--- config.mk ---
export PLATFORM = sky130hd
export DESIGN_NAME = rv_wb_arbiter
export DESIGN_NICKNAME = d
export VERILOG_FILES = /design/src/rtl/rv_wb_pkg.sv /design/src/rtl/rv_wb_timeout.sv /design/src/rtl/rv_wb_arbiter.sv
export SDC_FILE = /design/constraint.sdc
export NUM_CORES = 1
export LEC_CHECK = 0
export CORE_AREA = 4 4 107 109
export DETAILED_ROUTE_END_ITERATION = 12
export DIE_AREA = 0 0 111 113
export REMOVE_ABC_BUFFERS = 1
export SKIP_CTS_REPAIR_TIMING = 1
export SLEW_MARGIN = 15
export SYNTH_ARGS = -nofsm -noshare
export SYNTH_HDL_FRONTEND = slang
export SYNTH_SLANG_ARGS = --single-unit
--- constraint.sdc ---
create_clock -name i_clk -period 2 [get_ports i_clk]
set_input_delay 0.3 -clock i_clk [delete_from_list [all_inputs] [get_ports i_clk]]
set_output_delay 0.3 -clock i_clk [all_outputs]
set_load 0.01 [all_outputs]
--- src/rtl/rv_wb_pkg.sv ---
// rtl/rv_wb_pkg.sv - shared types and constants for the two-master Wishbone arbiter
package rv_wb_pkg;

    // Arbiter FSM states
    typedef enum logic [1:0] {
        S_IDLE   = 2'd0,
        S_GNT_M0 = 2'd1,
        S_GNT_M1 = 2'd2
    } arb_state_t;

    // Master index, used for round-robin memory
    typedef enum logic {
        M0 = 1'b0,
        M1 = 1'b1
    } master_idx_t;

    // One-hot grant encodings driven on o_grant
    localparam logic [1:0] GNT_NONE = 2'b00;
    localparam logic [1:0] GNT_M0   = 2'b01;
    localparam logic [1:0] GNT_M1   = 2'b10;

    // Under contention the master that was not granted last wins
    function automatic master_idx_t rr_pick(input master_idx_t last);
        return (last == M0) ? M1 : M0;
    endfunction

endpackage

--- src/rtl/rv_wb_timeout.sv ---
// rtl/rv_wb_timeout.sv - stalled-strobe counter with a single-cycle expiry pulse
//
// Ports:
//   i_clk, i_reset  clock, synchronous active-high reset
//   i_active        arbiter is in a grant state
//   i_stb           granted master's strobe (before any forcing)
//   i_ack, i_err    slave termination
//   o_expired       high in the cycle the stall limit is reached
module rv_wb_timeout
    import rv_wb_pkg::*;
#(
    parameter int TIMEOUT_CYCLES = 16
) (
    input  logic i_clk,
    input  logic i_reset,
    input  logic i_active,
    input  logic i_stb,
    input  logic i_ack,
    input  logic i_err,
    output logic o_expired
);

    localparam int              CW    = $clog2(TIMEOUT_CYCLES) + 1;
    localparam logic [CW-1:0]   LIMIT = CW'(TIMEOUT_CYCLES - 1);

    logic [CW-1:0] count;
    logic          stall;

    assign stall     = i_stb & ~i_ack & ~i_err;
    assign o_expired = i_active & stall & (count == LIMIT);

    always_ff @(posedge i_clk) begin
        if (i_reset || !i_active || i_ack || i_err || o_expired) begin
            count <= '0;
        end else if (i_stb) begin
            count <= count + 1'b1;
        end
    end

endmodule

--- src/rtl/rv_wb_arbiter.sv ---
// rtl/rv_wb_arbiter.sv - round-robin arbiter for an instruction and a data Wishbone master
//
// Optional feature: define RV_WB_ARB_TIMEOUT_EN to abort stalled cycles after
// TIMEOUT_CYCLES with a one-cycle err to the granted master.
//
// Ports:
//   i_clk, i_reset             clock, synchronous active-high reset
//   i_m0_*, o_m0_*             master 0 (read-only instruction fetch)
//   i_m1_*, o_m1_*             master 1 (data, read/write)
//   o_wb_*, i_wb_*             shared Wishbone bus towards the slave
//   o_grant                    one-hot owner (bit0 = M0, bit1 = M1)
//   o_busy                     mirrors o_wb_cyc
module rv_wb_arbiter
    import rv_wb_pkg::*;
#(
    parameter int TIMEOUT_CYCLES = 16
) (
    input  logic        i_clk,
    input  logic        i_reset,

    input  logic        i_m0_cyc,
    input  logic        i_m0_stb,
    input  logic [31:0] i_m0_adr,
    output logic [31:0] o_m0_dat,
    output logic        o_m0_ack,
    output logic        o_m0_err,

    input  logic        i_m1_cyc,
    input  logic        i_m1_stb,
    input  logic [31:0] i_m1_adr,
    input  logic [31:0] i_m1_dat,
    input  logic        i_m1_we,
    input  logic [3:0]  i_m1_sel,
    output logic [31:0] o_m1_dat,
    output logic        o_m1_ack,
    output logic        o_m1_err,

    output logic        o_wb_cyc,
    output logic        o_wb_stb,
    output logic [31:0] o_wb_adr,
    output logic [31:0] o_wb_dat,
    output logic        o_wb_we,
    output logic [3:0]  o_wb_sel,
    input  logic [31:0] i_wb_dat,
    input  logic        i_wb_ack,
    input  logic        i_wb_err,

    output logic [1:0]  o_grant,
    output logic        o_busy
);

    arb_state_t  state, state_next;
    master_idx_t r_last, last_next;
    logic        tmo_expired;
    logic        gnt_active;
    logic        gnt_stb;

    assign gnt_active = (state != S_IDLE);
    assign gnt_stb    = (state == S_GNT_M0) ? i_m0_stb :
                        (state == S_GNT_M1) ? i_m1_stb : 1'b0;

`ifdef RV_WB_ARB_TIMEOUT_EN
    rv_wb_timeout #(
        .TIMEOUT_CYCLES (TIMEOUT_CYCLES)
    ) u_timeout (
        .i_clk     (i_clk),
        .i_reset   (i_reset),
        .i_active  (gnt_active),
        .i_stb     (gnt_stb),
        .i_ack     (i_wb_ack),
        .i_err     (i_wb_err),
        .o_expired (tmo_expired)
    );
`else
    // No watchdog in this build; the parameter is only referenced so it stays
    // part of the interface without a dangling declaration.
    assign tmo_expired = 1'b0 && (TIMEOUT_CYCLES != 0) && gnt_active && gnt_stb;
`endif

    // Read data fans out to both masters; only ack/err qualify it
    assign o_m0_dat = i_wb_dat;
    assign o_m1_dat = i_wb_dat;
    assign o_busy   = o_wb_cyc;

    always_ff @(posedge i_clk) begin
        if (i_reset) begin
            state  <= S_IDLE;
            r_last <= M0;
        end else begin
            state  <= state_next;
            r_last <= last_next;
        end
    end

    always_comb begin
        state_next = state;
        last_next  = r_last;
        o_wb_cyc   = 1'b0;
        o_wb_stb   = 1'b0;
        o_wb_adr   = '0;
        o_wb_dat   = '0;
        o_wb_we    = 1'b0;
        o_wb_sel   = '0;
        o_grant    = GNT_NONE;
        o_m0_ack   = 1'b0;
        o_m0_err   = 1'b0;
        o_m1_ack   = 1'b0;
        o_m1_err   = 1'b0;

        case (state)
            S_IDLE: begin
                if (i_m0_cyc && i_m1_cyc) begin
                    last_next  = rr_pick(r_last);
                    state_next = (rr_pick(r_last) == M0) ? S_GNT_M0 : S_GNT_M1;
                end else if (i_m0_cyc) begin
                    last_next  = M0;
                    state_next = S_GNT_M0;
                end else if (i_m1_cyc) begin
                    last_next  = M1;
                    state_next = S_GNT_M1;
                end
            end

            S_GNT_M0: begin
                o_wb_cyc = i_m0_cyc & ~tmo_expired;
                o_wb_stb = i_m0_stb & ~tmo_expired;
                o_wb_adr = i_m0_adr;
                o_wb_sel = 4'hF;
                o_grant  = GNT_M0;
                // Ack still forwarded in the cycle the master drops cyc
                o_m0_ack = i_wb_ack;
                o_m0_err = i_wb_err | tmo_expired;
                // No direct handoff: always pass through IDLE between owners
                if (!i_m0_cyc || tmo_expired) begin
                    state_next = S_IDLE;
                end
            end

            S_GNT_M1: begin
                o_wb_cyc = i_m1_cyc & ~tmo_expired;
                o_wb_stb = i_m1_stb & ~tmo_expired;
                o_wb_adr = i_m1_adr;
                o_wb_dat = i_m1_dat;
                o_wb_we  = i_m1_we;
                o_wb_sel = i_m1_sel;
                o_grant  = GNT_M1;
                o_m1_ack = i_wb_ack;
                o_m1_err = i_wb_err | tmo_expired;
                if (!i_m1_cyc || tmo_expired) begin
                    state_next = S_IDLE;
                end
            end

            default: begin
                state_next = S_IDLE;
            end
        endcase
    end

endmodule

# ---- Word level (Yosys, flattened, before mapping)
# Cells that the tools add are included.
# Widths: inputs -> output; s select.
dict set report op_classes {
  muxes 22
  n_eq_ne 5
  n_lt_le_gt_ge 0
  add_sub_neg 0
  mul 0
  n_reduce_logical 5
  shift 0
  n_div 0
  bitwise_logic 0
}
# cell n
set ops {}
lappend ops {{$pmux 32 s2} 1}
lappend ops {{$mux 32} 1}
lappend ops {{$mux 2} 6}
lappend ops {{$mux 1} 9}
lappend ops {{$pmux 4 s2} 1}
lappend ops {{$pmux 2 s3} 1}
lappend ops {{$ne 2x2->1 const B} 2}
lappend ops {{$ne 4x4->1 const B} 1}
lappend ops {{$pmux 1 s2} 2}
lappend ops {{$pmux 2 s2} 1}
lappend ops {{$reduce_and 3->1} 1}
lappend ops {{$reduce_bool 3->1} 1}
lappend ops {{$eq 2x1->1 const B} 1}
lappend ops {{$eq 2x2->1 const B} 1}
lappend ops {{$logic_not 2->1} 1}
lappend ops {{$reduce_and 2->1} 1}
lappend ops {{$logic_and 1x1->1} 1}
dict set report word_totals {
  memories 0
  latch_bits 0
  reg_bits 3
  mem_bits_ro 0
  ram_bits 0
}

# ---- Logic depth before layout (Yosys ltp)
dict set report logic_depth {
  depth_word 4
  mapped_depth 6
}

# ---- Least setup slack after synthesis
# No wires, ideal clock.
dict set report synth_path {
  path_type {flip-flop to output port}
  startpoint {reg state[0]}
  endpoint {out o_wb_cyc}
  slack_ns 0.133
  path_stages_with_launch 7
  path_buffers 3
  t_arrival_ns 1.567
  cell_sequence {dfxtp_1 -> inv_1 -> ha_1 -> clkbuf_1 -> clkbuf_1 -> nor2b_1 -> buf_4}
}
dict set report synth_between {
  elab_chain_cells 2
}
# item line_no
set synth_rtl {}
lappend synth_rtl {{start, declared} rv_wb_arbiter.sv:52} ;# arb_state_t state, state_next;
lappend synth_rtl {{start signal, assigned} rv_wb_arbiter.sv:90} ;# state <= state_next;
lappend synth_rtl {{$eq 2x2->1 / $eq 2x1->1 (equally long branches)} rv_wb_arbiter.sv:110} ;# case (state)
lappend synth_rtl {{$pmux 1 s2 (*)} rv_wb_arbiter.sv:110}
lappend synth_rtl {{end, declared} rv_wb_arbiter.sv:38} ;# output logic o_wb_cyc,
# Mark *: on every way between the ends. The rest lies on a longest branch, timed or not.

# ---- Worst setup path in the final report
dict set report layout_path {
  startpoint {reg state[1]}
  endpoint {out o_m0_err}
}
dict set report layout_between {
  elab_chain_cells 2
}
# item line_no
set layout_rtl {}
lappend layout_rtl {{$eq 2x1->1} rv_wb_arbiter.sv:110}
lappend layout_rtl {{$mux 1} rv_wb_arbiter.sv:110}
lappend layout_rtl {{end, declared} rv_wb_arbiter.sv:26} ;# output logic o_m0_err,
# No other way between the ends.

==> results.toml <==
[status]
outcome = "completed"

[grt]
grt_usage_pct = 13.6
grt_max_degree = 40
grt.overflow.total = 0
grt_pass1_wl_um = 12900
grt_pass1_vias = 2026
grt_antenna_before_repair = 0

[clocking]
root_buffer = "clkbuf_8"
clk_latency_ns = 0.22
cts_tree = "done"
clk_path_buf_depth = 2
numClockSinks = 3
clk_pin_slew_worst_paths_ns = 0.03
cts_inserted_buffers = 3
cts.htree.levels = 1

[timing]
tightest_slew_ns = 0.245
hold_viol_final = 0
finalClockSkew_ns = 0.00243
setup-violations-final = 0
slew_violations = 0
rsz0062_at_grt = "no"
finalSetupTns_ns = 0
min_period_ns = 1.95
fmax_mhz = 513
post-route-period-util_pct = 97.5
maxSlewHeadroom_pct = 83.6

[critical_path]
criticalPathCategory = "flip-flop to output pin"
critPathBufInv = 3
crit_family = "buffers and inverters"
end_kind = "output pin"
crit_chain = "inv_2 -> ha_4 -> buf_12 -> and2_1 -> clkdlybuf4s50_1"
arrival_ns = 1.65
r2r-start = "state[1]$_SDFFE_PP0P_"
crit_required_ns = 1.70
crit_path_start_kind = "flip-flop"
crit_path_top_delay_cell = "clkdlybuf4s50_1"
startpoint = "state[1]$_SDFFE_PP0P_"
max_stage_delay_ns = 0.52
cp_max_fo = 21
path_depth = 5
rr_worst_depth = 7

[hold_path]
hold_path.class = "flip-flop to flip-flop"
hold_start = "r_last$_SDFFE_PP0P_"
whs_path_depth = 1

[detailed_routing]
wl_per_cell_um = 20.1
ant_nets = 0
drc = 0
via_per_inst = 4.14
drtPass1Iterations = 6
drt-total-wl_um = 9750
drt_iter0_drc = 70
dr_total_vias = 2006

[logic_synthesis]
syn_area_um2 = 1530
synthCells = 216
ys_ff_latch = 3
synth_top_area_share_pct = 31.9
synth_area_leaders = "buf_4 (32%), a22oi_1 (16%), nor2b_1 (16%)"
synth_largest_area_cell = "buf_4"
synth_cell_types = 18
yosysSeqAreaShare_pct = 3.93
avgSynthCellArea_um2 = 7.07
synth_warnings = 0

[layout]
register_area_um2 = 65.1
multiInputGateArea_um2 = 953
syn_to_final_growth_pct = 131
utilization_pct = 33.3
final_cells = 485
antennaDiodeCount = 0
drive_gt1_share_pct = 11.3
layout.nets = 492
nFillCells = 1092

[floorplanning]
io_pins = 283
dieArea_um2 = 12500
core_area_um2 = 10600
row_count = 38
initial_utilization_pct = 14.4
die_x_um = 111
die_h_um = 113

[run]
max_cap_viol_count = 0

[power_and_ir_drop]
p_leak_uw = 0.00246
pwr_density_cell_nw_per_um2 = 340
vdd_drop_max_uv = 151

[placed_design]
gp_congestion = 0.825
hpwl_um = 8180
dpl.cell_count = 475
io_buffers = 186
## layout by cell type, fill, tap and decap left out, drive strengths merged
cell and count:
clkdlybuf4s50 111, and4bb 2, clkbuf 6, ha 5, a22o 2, and2 37, dlymetal6s2s 74, or3b 1
buf 20, o21ai 2, a21oi 6, a311oi 1, nor2b 38, dfxtp 3, a22oi 34, inv 3
## flip-flops by register name (all words and copies together), names as in the netlist
| name | count |
|---|---|
| r_last | 1 |
| state | 2 |
## per-layer routing
metal  vias to the layer above  routed length, um  track usage [%]
li1                        910                  -                -
met5                         -                 60             4.71
met3                         6               1730             12.0
met4                         2                 73             2.71
met1                       919               3800             15.9
met2                       169               4090             18.2
## layout make-up
type,instances,area share (%)
Multi-Input combinational cell,128,27.0
Timing Repair Buffer,207,64.5
Clock buffer,4,1.28
Inverter,3,0.390
Sequential cell,3,1.84
Tap cell,140,4.97
## report_power, final
group | switching (uW) | total, uW | internal (uW)
combinational | 349 | 935 | 585
sequential | 11.5 | 80.2 | 68.7
clock | 46.7 | 183 | 137
## worst register-to-register path: stages, from the launching register on
cell     delay (ns)
dfxtp_2        0.37
inv_2          0.09
ha_4           0.18
buf_4          0.14
buf_4          0.13
a22oi_2        0.20
a21oi_2        0.09
a22o_1         0.24
## cells by family after synthesis
family          synth area share, %
compound gates                 21.6
fa+ha+maj                      4.10
buf+inv                        37.4
flops                          3.93
simple gates                   32.9
## stage by stage
step,hold slack (ns),setup WS (ns),total power [uW],cell area (um2)
after floorplan,0.378,-0.351,397,967
after global placement,0.485,-0.0697,976,3170
after detailed placement,0.496,-0.0959,984,3170
after CTS,0.501,-0.335,1180,3220
after global routing,0.530,0.00556,1280,3530
final,0.518,0.0502,1200,3530
## path summary, 6_finish.rpt
check	end	slack [ns]
worst max register to register	state[1]$_SDFFE_PP0P_	0.45
worst max-delay path	o_m0_err	0.05
worst min-delay path	r_last$_SDFFE_PP0P_	0.52
worst min register to register	r_last$_SDFFE_PP0P_	0.52
## cells in the mapped netlist
library cell and instances:
buf_4 65, nor2b_1 38, and2_1 37, a22oi_1 33
clkbuf_1 10, buf_2 7, a21oi_1 5, ha_1 5
dfxtp_1 3, inv_1 3, a22o_1 2, o21ai_0 2
a21oi_2 1, a22oi_2 1, a311oi_1 1, and4bb_1 1
and4bb_2 1, or3b_1 1
No activity file was read; power rests on OpenSTA's default activity.
